<file path="config.mk">
export PLATFORM = sky130hd
export DESIGN_NAME = fdd_track_loader_flat
export DESIGN_NICKNAME = d
export VERILOG_FILES = /design/src/rtl/fdd_track_loader_if.sv /design/src/rtl/fdd_track_loader.sv /design/src/flat_wrapper.sv
export SDC_FILE = /design/constraint.sdc
export NUM_CORES = 1
export LEC_CHECK = 0
export ABC_CLOCK_PERIOD_IN_PS = 3400
export BUFFER_PORTS_ARGS = -buffer_cell sky130_fd_sc_hd__buf_2
export CORE_ASPECT_RATIO = 1.4
export CORE_MARGIN = 2
export CORE_UTILIZATION = 50
export CTS_CLUSTER_SIZE = 30
export DETAILED_ROUTE_END_ITERATION = 12
export PLACE_DENSITY_LB_ADDON = 0.3
export SETUP_SLACK_MARGIN = 0.2
export SLEW_MARGIN = 25
export SYNTH_ARGS = -nofsm -noshare
export SYNTH_HDL_FRONTEND = slang
export SYNTH_SLANG_ARGS = --single-unit
</file>
<file path="constraint.sdc">
create_clock -name clk_sys -period 3.4 [get_ports clk_sys]
set_clock_uncertainty 0.2 [all_clocks]
set_input_delay 0.17 -clock clk_sys [delete_from_list [all_inputs] [get_ports clk_sys]]
set_output_delay 0.17 -clock clk_sys [all_outputs]
set_load 0.02 [all_outputs]
</file>
<file path="src/rtl/fdd_track_loader_if.sv">
// rtl/fdd_track_loader_if.sv - SD sector transfer handshake between track loader and hps_io port 0
interface fdd_track_loader_if;
  logic [31:0] sd_lba;
  logic        sd_rd;
  logic        sd_wr;
  logic        sd_ack;

  modport master (output sd_lba, output sd_rd, output sd_wr, input sd_ack);
  modport slave  (input sd_lba, input sd_rd, input sd_wr, output sd_ack);
endinterface

</file>
<file path="src/rtl/fdd_track_loader.sv">
// rtl/fdd_track_loader.sv - loads a whole disk track from the SD image into the track buffer
// Optional FDD_WRITEBACK_EN: flushes a dirty track back to SD before loading another one.
module fdd_track_loader #(
  parameter int SECTORS = 13,
  parameter int TRACK_W = 6
) (
  input  logic               clk_sys,
  input  logic               reset,
  input  logic [TRACK_W-1:0] track,
  input  logic               img_mounted,
  input  logic               img_size_nz,
  input  logic               img_readonly,
  input  logic               disk_wr,
  fdd_track_loader_if.master sd,
  output logic [3:0]         buf_sec,
  output logic               cpu_wait,
  output logic               busy
);

  localparam logic [1:0] ST_IDLE  = 2'd0;
  localparam logic [1:0] ST_READ  = 2'd1;
`ifdef FDD_WRITEBACK_EN
  localparam logic [1:0] ST_FLUSH = 2'd2;
`endif
  localparam logic [3:0] LAST_SEC = 4'(SECTORS - 1);

  logic [1:0]         state;
  logic [TRACK_W-1:0] loaded_track;
  logic [9:0]         base;
  logic               valid;
  logic               mount_pend;
  logic               req;
  logic               active;
  logic               load_req;
  logic [9:0]         track_base;
`ifdef FDD_WRITEBACK_EN
  logic               dirty;
  logic [9:0]         loaded_base;
  assign loaded_base = 10'(loaded_track) * 10'(SECTORS);
`else
  wire unused_wb = disk_wr ^ img_readonly;
`endif

  assign load_req   = mount_pend | ~valid | (track != loaded_track);
  assign track_base = 10'(track) * 10'(SECTORS);
  assign busy       = (state != ST_IDLE);
  assign sd.sd_lba  = {22'd0, base} + {28'd0, buf_sec};
  assign sd.sd_rd   = req & (state == ST_READ);
`ifdef FDD_WRITEBACK_EN
  assign sd.sd_wr   = req & (state == ST_FLUSH);
`else
  assign sd.sd_wr   = 1'b0;
`endif

  always_ff @(posedge clk_sys or posedge reset) begin
    if (reset) begin
      state        <= ST_IDLE;
      loaded_track <= '0;
      base         <= '0;
      buf_sec      <= '0;
      valid        <= 1'b0;
      mount_pend   <= 1'b0;
      req          <= 1'b0;
      active       <= 1'b0;
      cpu_wait     <= 1'b0;
`ifdef FDD_WRITEBACK_EN
      dirty        <= 1'b0;
`endif
    end else begin
      // A mount pulse is latched in any state; the IDLE load branch below consumes it.
      if (img_mounted)
        mount_pend <= 1'b1;
`ifdef FDD_WRITEBACK_EN
      if (disk_wr & ~img_readonly & valid)
        dirty <= 1'b1;
`endif
      if (state == ST_IDLE) begin
        if (load_req) begin
          mount_pend <= 1'b0;
          if (!img_size_nz) begin
            valid <= 1'b0;
          end else begin
            cpu_wait <= 1'b1;
            buf_sec  <= '0;
            req      <= 1'b0;
            active   <= 1'b0;
`ifdef FDD_WRITEBACK_EN
            if (dirty && !mount_pend) begin
              base  <= loaded_base;
              state <= ST_FLUSH;
            end else
`endif
            begin
              loaded_track <= track;
              base         <= track_base;
              state        <= ST_READ;
            end
          end
        end
      end else begin
        // Per-sector handshake: raise req, drop it on ack rise, advance on ack fall.
        if (!req && !active) begin
          req <= 1'b1;
        end else if (req && sd.sd_ack) begin
          req    <= 1'b0;
          active <= 1'b1;
        end else if (active && !sd.sd_ack) begin
          active <= 1'b0;
          if (buf_sec == LAST_SEC) begin
            if (state == ST_READ) begin
              valid    <= 1'b1;
              cpu_wait <= 1'b0;
              state    <= ST_IDLE;
`ifdef FDD_WRITEBACK_EN
              dirty    <= 1'b0;
`endif
            end
`ifdef FDD_WRITEBACK_EN
            else begin
              dirty        <= 1'b0;
              loaded_track <= track;
              base         <= track_base;
              buf_sec      <= '0;
              state        <= ST_READ;
            end
`endif
          end else begin
            buf_sec <= buf_sec + 4'd1;
          end
        end
      end
    end
  end

endmodule

</file>
<file path="src/flat_wrapper.sv">
// flat-port wrapper written by rule: the top's interface ports become plain ports
module fdd_track_loader_flat 
#(
  parameter int SECTORS = 13,
  parameter int TRACK_W = 6
)
  (clk_sys, reset, track, img_mounted, img_size_nz, img_readonly, disk_wr, buf_sec, cpu_wait, busy, sd_sd_lba, sd_sd_rd, sd_sd_wr, sd_sd_ack);
  fdd_track_loader_if sd_i ();
  input  logic clk_sys;
  input  logic reset;
  input  logic [TRACK_W-1:0] track;
  input  logic img_mounted;
  input  logic img_size_nz;
  input  logic img_readonly;
  input  logic disk_wr;
  output logic [3:0] buf_sec;
  output logic cpu_wait;
  output logic busy;
  output wire logic [$bits(sd_i.sd_lba)-1:0] sd_sd_lba;
  output wire logic [$bits(sd_i.sd_rd)-1:0] sd_sd_rd;
  output wire logic [$bits(sd_i.sd_wr)-1:0] sd_sd_wr;
  input wire logic [$bits(sd_i.sd_ack)-1:0] sd_sd_ack;
  assign sd_sd_lba = sd_i.sd_lba;
  assign sd_sd_rd = sd_i.sd_rd;
  assign sd_sd_wr = sd_i.sd_wr;
  assign sd_i.sd_ack = sd_sd_ack;
  fdd_track_loader #(.SECTORS(SECTORS), .TRACK_W(TRACK_W)) u_core (.clk_sys(clk_sys), .reset(reset), .track(track), .img_mounted(img_mounted), .img_size_nz(img_size_nz), .img_readonly(img_readonly), .disk_wr(disk_wr), .sd(sd_i), .buf_sec(buf_sec), .cpu_wait(cpu_wait), .busy(busy));
endmodule
</file>
Word-level counts from Yosys, hierarchy flattened
Index checks and enable logic that the tools add are counted.
Word-level totals
  flip-flop bits (word level): 27
  input port bits: 13
  output and inout port bits: 40
  logic and storage cells: 87
Cells by class
  $add $sub $neg: 2
  $mul: 1
  equality and inequality tests: 9
  muxes and demuxes: 43
  bitwise gates (word level): 4
  reductions and logical operators: 19
Operators by type and width (count)
  1-bit two-way mux: 28
  4-bit two-way mux: 7
  2-bit two-way mux: 8
  7-bit AND reduction: 2
  10-bit by 4-bit adder with 11-bit output: 1
  6-bit by 4-bit multiplier with 10-bit output, second input constant: 1
  2-bit by 1-bit inequality test with 1-bit output, second input constant: 4
  2-bit nonzero test: 4
  6-bit inequality test: 1
  3-bit AND reduction: 2
  6-bit AND reduction: 1
  3-bit nonzero test: 2
  4-bit by 1-bit adder with 4-bit output, second input constant: 1
  4-bit == test, second input constant: 1
  2-bit inequality test, second input constant: 2
  4-bit AND reduction: 1
  1-bit logical AND: 3
  1-bit logical NOT: 3
  2-bit by 1-bit == test with 1-bit output, second input constant: 1
  2-bit logical NOT: 1
  1-bit OR: 2
  1-bit AND: 1
  1-bit NOT: 1

Longest topological paths before layout
Gate-level depths: netlist of run 1.
  word-level depth: 7
  depth in mapped cells: 9
  mapped depth without buffers: 9

Least setup slack after synthesis of run 1
OpenSTA, ideal clock, no wires.
  path kind: in2reg
  from: input track[1]
  to: register u_core.base[7]
  arrival time: 2211 ps
  required time: 3072 ps
  setup slack: 861 ps
  stages: 8
  buffers on the path: 0
  cells stage by stage: ha_1 fa_1 inv_1 fa_1 nand2b_1 a21o_1 a21boi_0 mux2_1
Between the ends
  cells in the longest elaborated chain, start to end: 3
Ends and longest elaborated chain
  start, declared: line flat_wrapper.sv:11  | input logic [TRACK_W-1:0] track;
  parallel branches: the longest is 3 deep, another holds 6-bit by 4-bit multiplier with 10-bit output
  end signal, assigned: line fdd_track_loader.sv:95  | base <= track_base;
  end, declared: line fdd_track_loader.sv:29  | logic [9:0] base;
Several ways; the timed one is not identified.
A chain may end at the register's enable or synchronous reset.

Worst setup path in the final report of run 1
  from: input track[1]
  to: register u_core.base[9]
Same word-level chain as after synthesis.

==> results of run 1 <==
-- registers in the layout, summed over array words and instances (netlist names) --
name,count
u_core.base,10
u_core.buf_sec,4
u_core.loaded_track,4
u_core.active,1
u_core.mount_pend,1
u_core.req,1
u_core.state,1
u_core.valid,1
-- power groups by stage --
stage                     logic [W]  registers [W]  clock network [W]
after detailed placement   0.000918       0.000534                  0
after CTS                  0.000928       0.000528           0.000175
after global placement     0.000904       0.000526                  0
after global routing        0.00102       0.000553           0.000184
after floorplan            0.000739       0.000513                  0
final                      0.000916       0.000528           0.000170
-- cell families after synthesis --
kind of cell	Yosys count	share of synthesized area [%]
DFF	23	28.4
adders and majority gates	26	17.5
muxes	14	7.65
xor gates and xnor gates	14	6.05
buffers and inverters	39	11.9
AOI/OAI and AO/OA	39	14.1
other	1	0.185
and+or+nand+nor	49	14.3
-- worst max-delay path: stages --
cell	delay, ns
dlygate4sd3_1	0.53
buf_2	0.15
ha_1	0.31
fa_1	0.54
inv_1	0.07
fa_1	0.47
nand2b_1	0.18
a21o_1	0.17
a211oi_1	0.27
mux2i_1	0.13
-- synth_stat cells (all sizes together) (2+ instances only) --
master	n
a21oi	7
mux2i	2
fa	4
and3	2
buf	25
nor2b	3
o31ai	2
nor2	11
nor3	3
inv	14
or3	2
xor2	7
a21boi	2
nand4	2
nor3b	3
o211ai	2
a31oi	2
o21ai	9
nand2	8
xnor2	7
dfrtp	23
nand3	3
a211oi	2
mux2	12
a21o	5
ha	22
nand2b	5
-- area by class of cell --
type,count,area (µm²)
well taps,43,53.8
flip-flops and latches,23,576
multi-input cells,164,1290
inverters,14,52.6
fillers,372,1720
repair buffers,32,180
clock buffers,3,41.3
clock inverters,1,5.00
-- timing repair --
item | CTS | global route
hold endpoints to repair | 26 | 0
resized for setup | 0 | 1
endpoints found under the setup margin | 0 | 1
hold buffers | 4 | 0
-- metal layers --
layer,vias to the layer above,track usage [%]
met5,-,0
met4,0,7.21
met3,4,1.47
met2,40,26.7
met1,727,20.3
li1,743,-
-- metrics by stage --
step | cell area (µm²) | total power, W
floorplan | 2110 | 0.00125
global placement | 2110 | 0.00143
detailed placement | 2110 | 0.00145
CTS | 2200 | 0.00163
global route | 2200 | 0.00175
finish | 2200 | 0.00161
-- worst min-delay path by stage --
stage / cells after the start / startpoint / to / slack [ns]
after floorplan: 1 / reset / u_core.active / -0.03
after global placement: 3 / img_mounted / u_core.mount_pend / 0.19
after detailed placement: 2 / reset / u_core.base[6] / 0.21
after CTS: 2 / track[0] / u_core.base[0] / 0.006
after global routing: 2 / track[0] / u_core.base[0] / 0.009
final: 2 / track[0] / u_core.base[0] / 0.005
==> key figures, run 1 <==
Die
  – Core Box Area: 0.00392 mm²
  – IO Pins: 53
  – Row cnt: 27
  – DIE HEIGHT: 79.4 µm
  – Die W: 57.8 µm
  – Initial Util: 51.8%
  – Die area: 0.00459 mm²

Yosys
  – Mean Syn Cell Area: 9.89 µm²
  – Yosys top cell area share: 28.4%
  – Post-Syn Area: 0.00203 mm²
  – Synth area leader: dfrtp_1
  – Synth Register Bits: 23
  – Cell count after synthesis: 205
  – Synth async-reset ratio: 100%
  – Yosys warns: 0
  – Register area share after synthesis: 28.4%
  – Number of enable flip-flop cells after synthesis: 0
  – Synth Flop Type: dfrtp_1
  – Area contributors post-synth: dfrtp_1 28%, ha_1 14%, buf_4 8.5%, mux2_1 6.7%, fa_1 3.9%
  – Count of different cell masters after synthesis: 50

Detailed routing
  – Pre-antenna DRT Iters: 4
  – Met2 wire len: 1770 µm
  – Number of vias per cell: 5.41
  – Wirelength per Cell: 12.6 µm
  – Initial DRC Count: 31
  – Total wire length: 3540 µm
  – DR top layer: met4
  – Post-route ant nets: 0
  – Met3 WL: 131 µm
  – Remaining DRCs: 0
  – Vias after detailed routing: 1514
  – M1 WL: 1590 µm

Worst setup path
  – CP required: 3.33 ns
  – Crit Path Max Fanout: 4
  – Critical Path AT: 2.99 ns
  – Reg-to-Reg Start: u_core.base[1]
  – Critical Path Sink: u_core.base[9]
  – Critical Path Source: track[1]
  – FF-to-FF End: u_core.base[6]
  – Crit Path Class: input port to flip-flop
  – R2r setup slk: 1.40 ns
  – Reg2reg path depth: 4
  – Startpoint Class: input port
  – Worst Setup End Kind: flip-flop

STA
  – Final Cycle Share: 89.9%
  – Final Hold Viols: 0
  – # setup viols final: 0
  – RSZ-0062 raised after global routing: false
  – Peak Freq: 0.327 GHz
  – Slew Viols, Final: 0
  – Final min period: 3.06 ns
  – Final worst slack: 0.342 ns
  – Worst Hold Margin: 0.00545 ns
  – Worst-margin pin slew: 0.893 ns
  – Relative slew slack: 40.4%
  – TNS Setup: 0 ns

Cells and area
  – Commonest cells after routing, fill and taps aside: 28 x buf_2, 23 x dfrtp_1, 22 x ha_1, 22 x conb_1, 14 x inv_1
  – Post-Route Utilization: 56.1%
  – Area delta synth->final: 8.45%
  – Diode count: 0
  – Fin nets: 277
  – Final std cells w/o fill: 280
  – Commonest non-fill, non-tap cell in the layout: buf_2
  – Share of layout cells above drive strength 1: 16.9%

Power
  – Comb pwr share: 56.7%
  – Clock power frac: 10.6%
  – Cell internal pwr: 0.000856 W
  – Maximum VDD drop: 0.498 mV
  – Sw Pwr: 0.000759 W
  – Sequential share of power: 32.7%
  – Lkg Pwr: 1.08 nW
  – Sw Ratio: 47.0%
  – PwrDens: 734 mW/mm²

CTS
  – CTS Buf Count: 3
  – CTS tree: yes
  – Maximum clock insertion buffer count: 2
  – Setup Fix Bufs, Post-CTS: 0
  – H-tree depth: 1
  – CTS Root Cell: clkbuf_8
  – Skew-Pair Late Insertion Delay: 0.27 ns
  – Sink Count: 23
  – Clk slew on worst S/H paths: 0.08 ns

Placed design
  – Dpl hpwl: 2790 µm
  – IO buf count: 28
  – Placed cell count: 272
  – Pre-CTS setup slack: 0.606 ns
  – GP Congestion: 0.786

Hold path
  – HP Class: input port to flip-flop

Run status
  – Status: finished, final reports clean

Global route
  – Vias in the first global route: 1322
  – Grt ovf: 0
  – Total Routing Usage GR: 15.9%
  – Global-route wire length before repair: 5770 µm
  – Pin count of the biggest net entering global routing: 24
  – Initial antenna violation count: 0

Job
  – MaxCap Viol Count: 0
(Power assumes the default switching activity.)
==> run 2: changes to the inputs <==
Settings changed: ABC_AREA set to 1, CTS_BUF_LIST set to sky130_fd_sc_hd__clkbuf_8, CTS_CLUSTER_DIAMETER set to 150.
==> run 2 against run 1 <==
  * The run now ends with negative hold slack left
  * Area after synthesis is 10% higher
  * Largest cell class unchanged
  * Routed wire length is 22% higher
  * Maximum frequency is 9.3% higher
  * Global-route usage is 2.9 points higher
  * Sequential share of layout area is 2.3 points lower
  * Via count is 28% higher
  * Flip-flop and latch count stayed put
  * Critical path type unchanged
  * Cell count is 43% higher
==> key figures, run 2 <==
Run status
  – Status: complete, but fails checks
  – Failing checks: negative hold slack

Yosys
  – Synth Flop Type: dfrtp_1
  – Synth async-reset ratio: 100%
  – Mean Syn Cell Area: 7.20 µm²
  – Compound-cell area share of the yosys netlist: 3.98%
  – Register area share after synthesis: 25.8%
  – Post-synthesis mux area share: 0%
  – Largest family of logic cells by synthesized area: simple AND/OR/NAND/NOR gates
  – Yosys top cell area share: 25.8%
  – Number of enable flip-flop cells after synthesis: 0
  – Synth area leader: dfrtp_1
  – Area contributors post-synth: dfrtp_1 26%, nand2_1 18%, ha_1 12%, buf_4 8.1%, nand3_1 7.6%
  – Xor and xnor area share after synthesis: 4.71%
  – Top cell types by occurrence after synthesis: 107 x nand2_1, 34 x inv_1, 34 x nand3_1, 24 x buf_4, 23 x dfrtp_1
  – Count of different cell masters after synthesis: 29
  – Cell count after synthesis: 310
  – Yosys warns: 0
  – Post-Synth Simple-Gate Area: 33.8%
  – Count leader, synth: nand2_1
  – Post-Syn Area: 0.00223 mm²
  – Synth Register Bits: 23
  – Synth Area in Adders: 15.9%

Power
  – PwrDens: 740 mW/mm²
  – Sequential share of power: 30.9%
  – Lkg Pwr: 1.44 nW
  – Maximum VDD drop: 0.257 mV
  – Cell internal pwr: 0.000859 W
  – Clock power frac: 9.8%
  – Sw Pwr: 0.000928 W
  – Sw Ratio: 51.9%
  – Comb pwr share: 59.3%
  – Overall Power: 0.00179 W

STA
  – Final worst slack: 0.603 ns
  – # setup viols final: 0
  – Peak Freq: 0.358 GHz
  – Worst Hold Margin: -0.000513 ns
  – Final min period: 2.80 ns
  – Relative slew slack: 40.0%
  – RSZ-0062 raised after global routing: false
  – Worst-margin pin slew: 0.898 ns
  – Final Cycle Share: 82.3%
  – Slew Viols, Final: 0
  – Final Hold Viols: 1
  – TNS Setup: 0 ns

Worst setup path
  – CP required: 3.41 ns
  – Reg2reg path depth: 7
  – Crit path max-delay family: adder cells
  – R2r setup slk: 1.49 ns
  – Worst Setup End Kind: flip-flop
  – FF-to-FF End: u_core.base[7]
  – Crit Path Class: input port to flip-flop
  – Reg-to-Reg Start: u_core.state[0]
  – Delay of the slowest critical-path stage: 0.55 ns
  – Startpoint Class: input port
  – Crit Path Max Fanout: 5
  – Critical Path AT: 2.81 ns
  – Worst path cell trace: dlygate4sd3_1, buf_2, ha_1, fa_1, inv_1, fa_1, inv_1, nand3_1, a21o_1, nand2_1, nand3_1, nand2_1
  – Worst Path Buf+Inv: 4
  – Slowest cell on crit path: dlygate4sd3_1

Cells and area
  – Diode count: 0
  – Fill count: 448
  – Fin nets: 381
  – Post-route design area: 0.00241 mm²
  – Top flop regs: u_core.base: 10 flops, u_core.buf_sec: 4 flops, u_core.loaded_track: 4 flops
  – Max FFs per register: 10
  – Share of layout cells above drive strength 1: 12.9%
  – Area delta synth->final: 8.18%
  – Largest Register: u_core.base
  – Commonest non-fill, non-tap cell in the layout: nand2_1
  – Commonest cells after routing, fill and taps aside: 107 x nand2_1, 34 x inv_1, 34 x nand3_1

Job
  – MaxCap Viol Count: 0

Global route
  – Total Routing Usage GR: 18.8%
  – Pin count of the biggest net entering global routing: 24
  – Initial antenna violation count: 0
  – Grt ovf: 0
  – Vias in the first global route: 1807
  – Global-route wire length before repair: 7440 µm

Detailed routing
  – Initial DRC Count: 119
  – Wirelength per Cell: 10.8 µm
  – Vias after detailed routing: 1932
  – Remaining DRCs: 0
  – Post-route ant nets: 0
  – Total wire length: 4320 µm
  – Pre-antenna DRT Iters: 4
  – Number of vias per cell: 4.82

Die
  – Die W: 60.5 µm
  – Row cnt: 28
  – IO Pins: 53
  – Die area: 0.00502 mm²
  – DIE HEIGHT: 83.1 µm
  – Initial Util: 52.2%
  – Core Box Area: 0.00427 mm²

Placed design
  – IO buf count: 28
  – Placement Cell Area: 0.00232 mm²
  – Dpl hpwl: 3460 µm
  – Pre-CTS setup slack: 0.862 ns
  – GP Congestion: 0.786

Hold path
  – Hold Path End: u_core.loaded_track[3]
  – Hold Path Cell Cnt: 3
  – HP Class: input port to flip-flop
  – Hold Path Origin: track[3]

CTS
  – H-tree depth: 1
  – CTS Root Cell: clkbuf_8
  – Clk slew on worst S/H paths: 0.09 ns
  – Setup Fix Bufs, Post-CTS: 0
  – CTS tree: yes
  – Sink Count: 23
  – Skew-Pair Late Insertion Delay: 0.27 ns
  – CTS Buf Count: 3
  – Maximum clock insertion buffer count: 2
run 2: cell types whose count changed after synthesis, sizes merged, moves of 4 or more:
cell / delta
nand3: +31
mux2: -12
nand2: +100
a21o: -4
o21ai: -7
inv: +23
nand2b: -5
nor2: +12
run 2: area by class of cell:
| type | instances | area (µm²) | area share [%] |
|---|---|---|---|
| Timing Repair Buffer | 33 | 190 | 7.88 |
| Sequential cell | 23 | 576 | 23.8 |
| Tap cell | 60 | 75.1 | 3.11 |
| Inverter | 37 | 141 | 5.85 |
| Clock buffer | 3 | 41.3 | 1.71 |
| Multi-Input combinational cell | 244 | 1390 | 57.4 |
| Clock inverter | 1 | 5.00 | 0.207 |
run 2: cell families (layout without fill, tap and decap cells):
kind of cell               after synthesis  count (layout)
AOI/OAI and AO/OA                       13              13
adders and majority gates               26              26
other                                    1              22
buffers and inverters                   64              74
DFF                                     23              23
and+or+nand+nor                        171             171
xor gates and xnor gates                12              12
run 2: worst max path at each step:
stage          startpoint             end  slack, ns  cells past startpoint
2_1_floorplan    track[1]  u_core.base[7]       1.15                     10
3_3_place_gp     track[2]  u_core.base[7]       0.90                     11
3_5_place_dp     track[2]  u_core.base[7]       0.86                     11
4_1_cts          track[1]  u_core.base[7]       0.60                     12
5_1_grt          track[1]  u_core.base[7]       0.49                     12
6_report         track[1]  u_core.base[7]       0.60                     12
run 2: stage by stage:
step | utilization (%) | std cells
after floorplan | - | 331
after global placement | 54.2 | 392
after detailed placement | 54.2 | 392
after CTS | 56.5 | 401
after global routing | 56.5 | 401
final | 56.5 | 401
run 2: worst register-to-register path, delay by kind of cell, from the launching register on:
kind                   cells  cell delay [ns]
buffers and inverters      1             0.08
and+or+nand+nor            6             0.86
DFF                        1             0.66
run 2: power groups by stage:
stage | clock network [W] | registers [W] | logic [W]
floorplan | 0 | 0.000538 | 0.000859
global placement | 0 | 0.000552 | 0.00104
detailed placement | 0 | 0.000557 | 0.00106
CTS | 0.000179 | 0.000553 | 0.00107
global route | 0.000192 | 0.000577 | 0.00121
finish | 0.000175 | 0.000552 | 0.00106
run 2: layer usage:
| metal | up-vias | GRT usage (%) | wire (µm) |
|---|---|---|---|
| met3 | 10 | 2.02 | 143 |
| met5 | - | 0 | 0 |
| met1 | 889 | 20.6 | 1800 |
| met4 | 0 | 9.09 | 136 |
| li1 | 989 | - | - |
| met2 | 44 | 33.9 | 2240 |
run 2: repair_timing:
action / CTS / global route
endpoints found under the hold margin: 27 / 0
endpoints found under the setup margin: 0 / 0
resized for setup: 0 / 0
hold buffers: 5 / 0
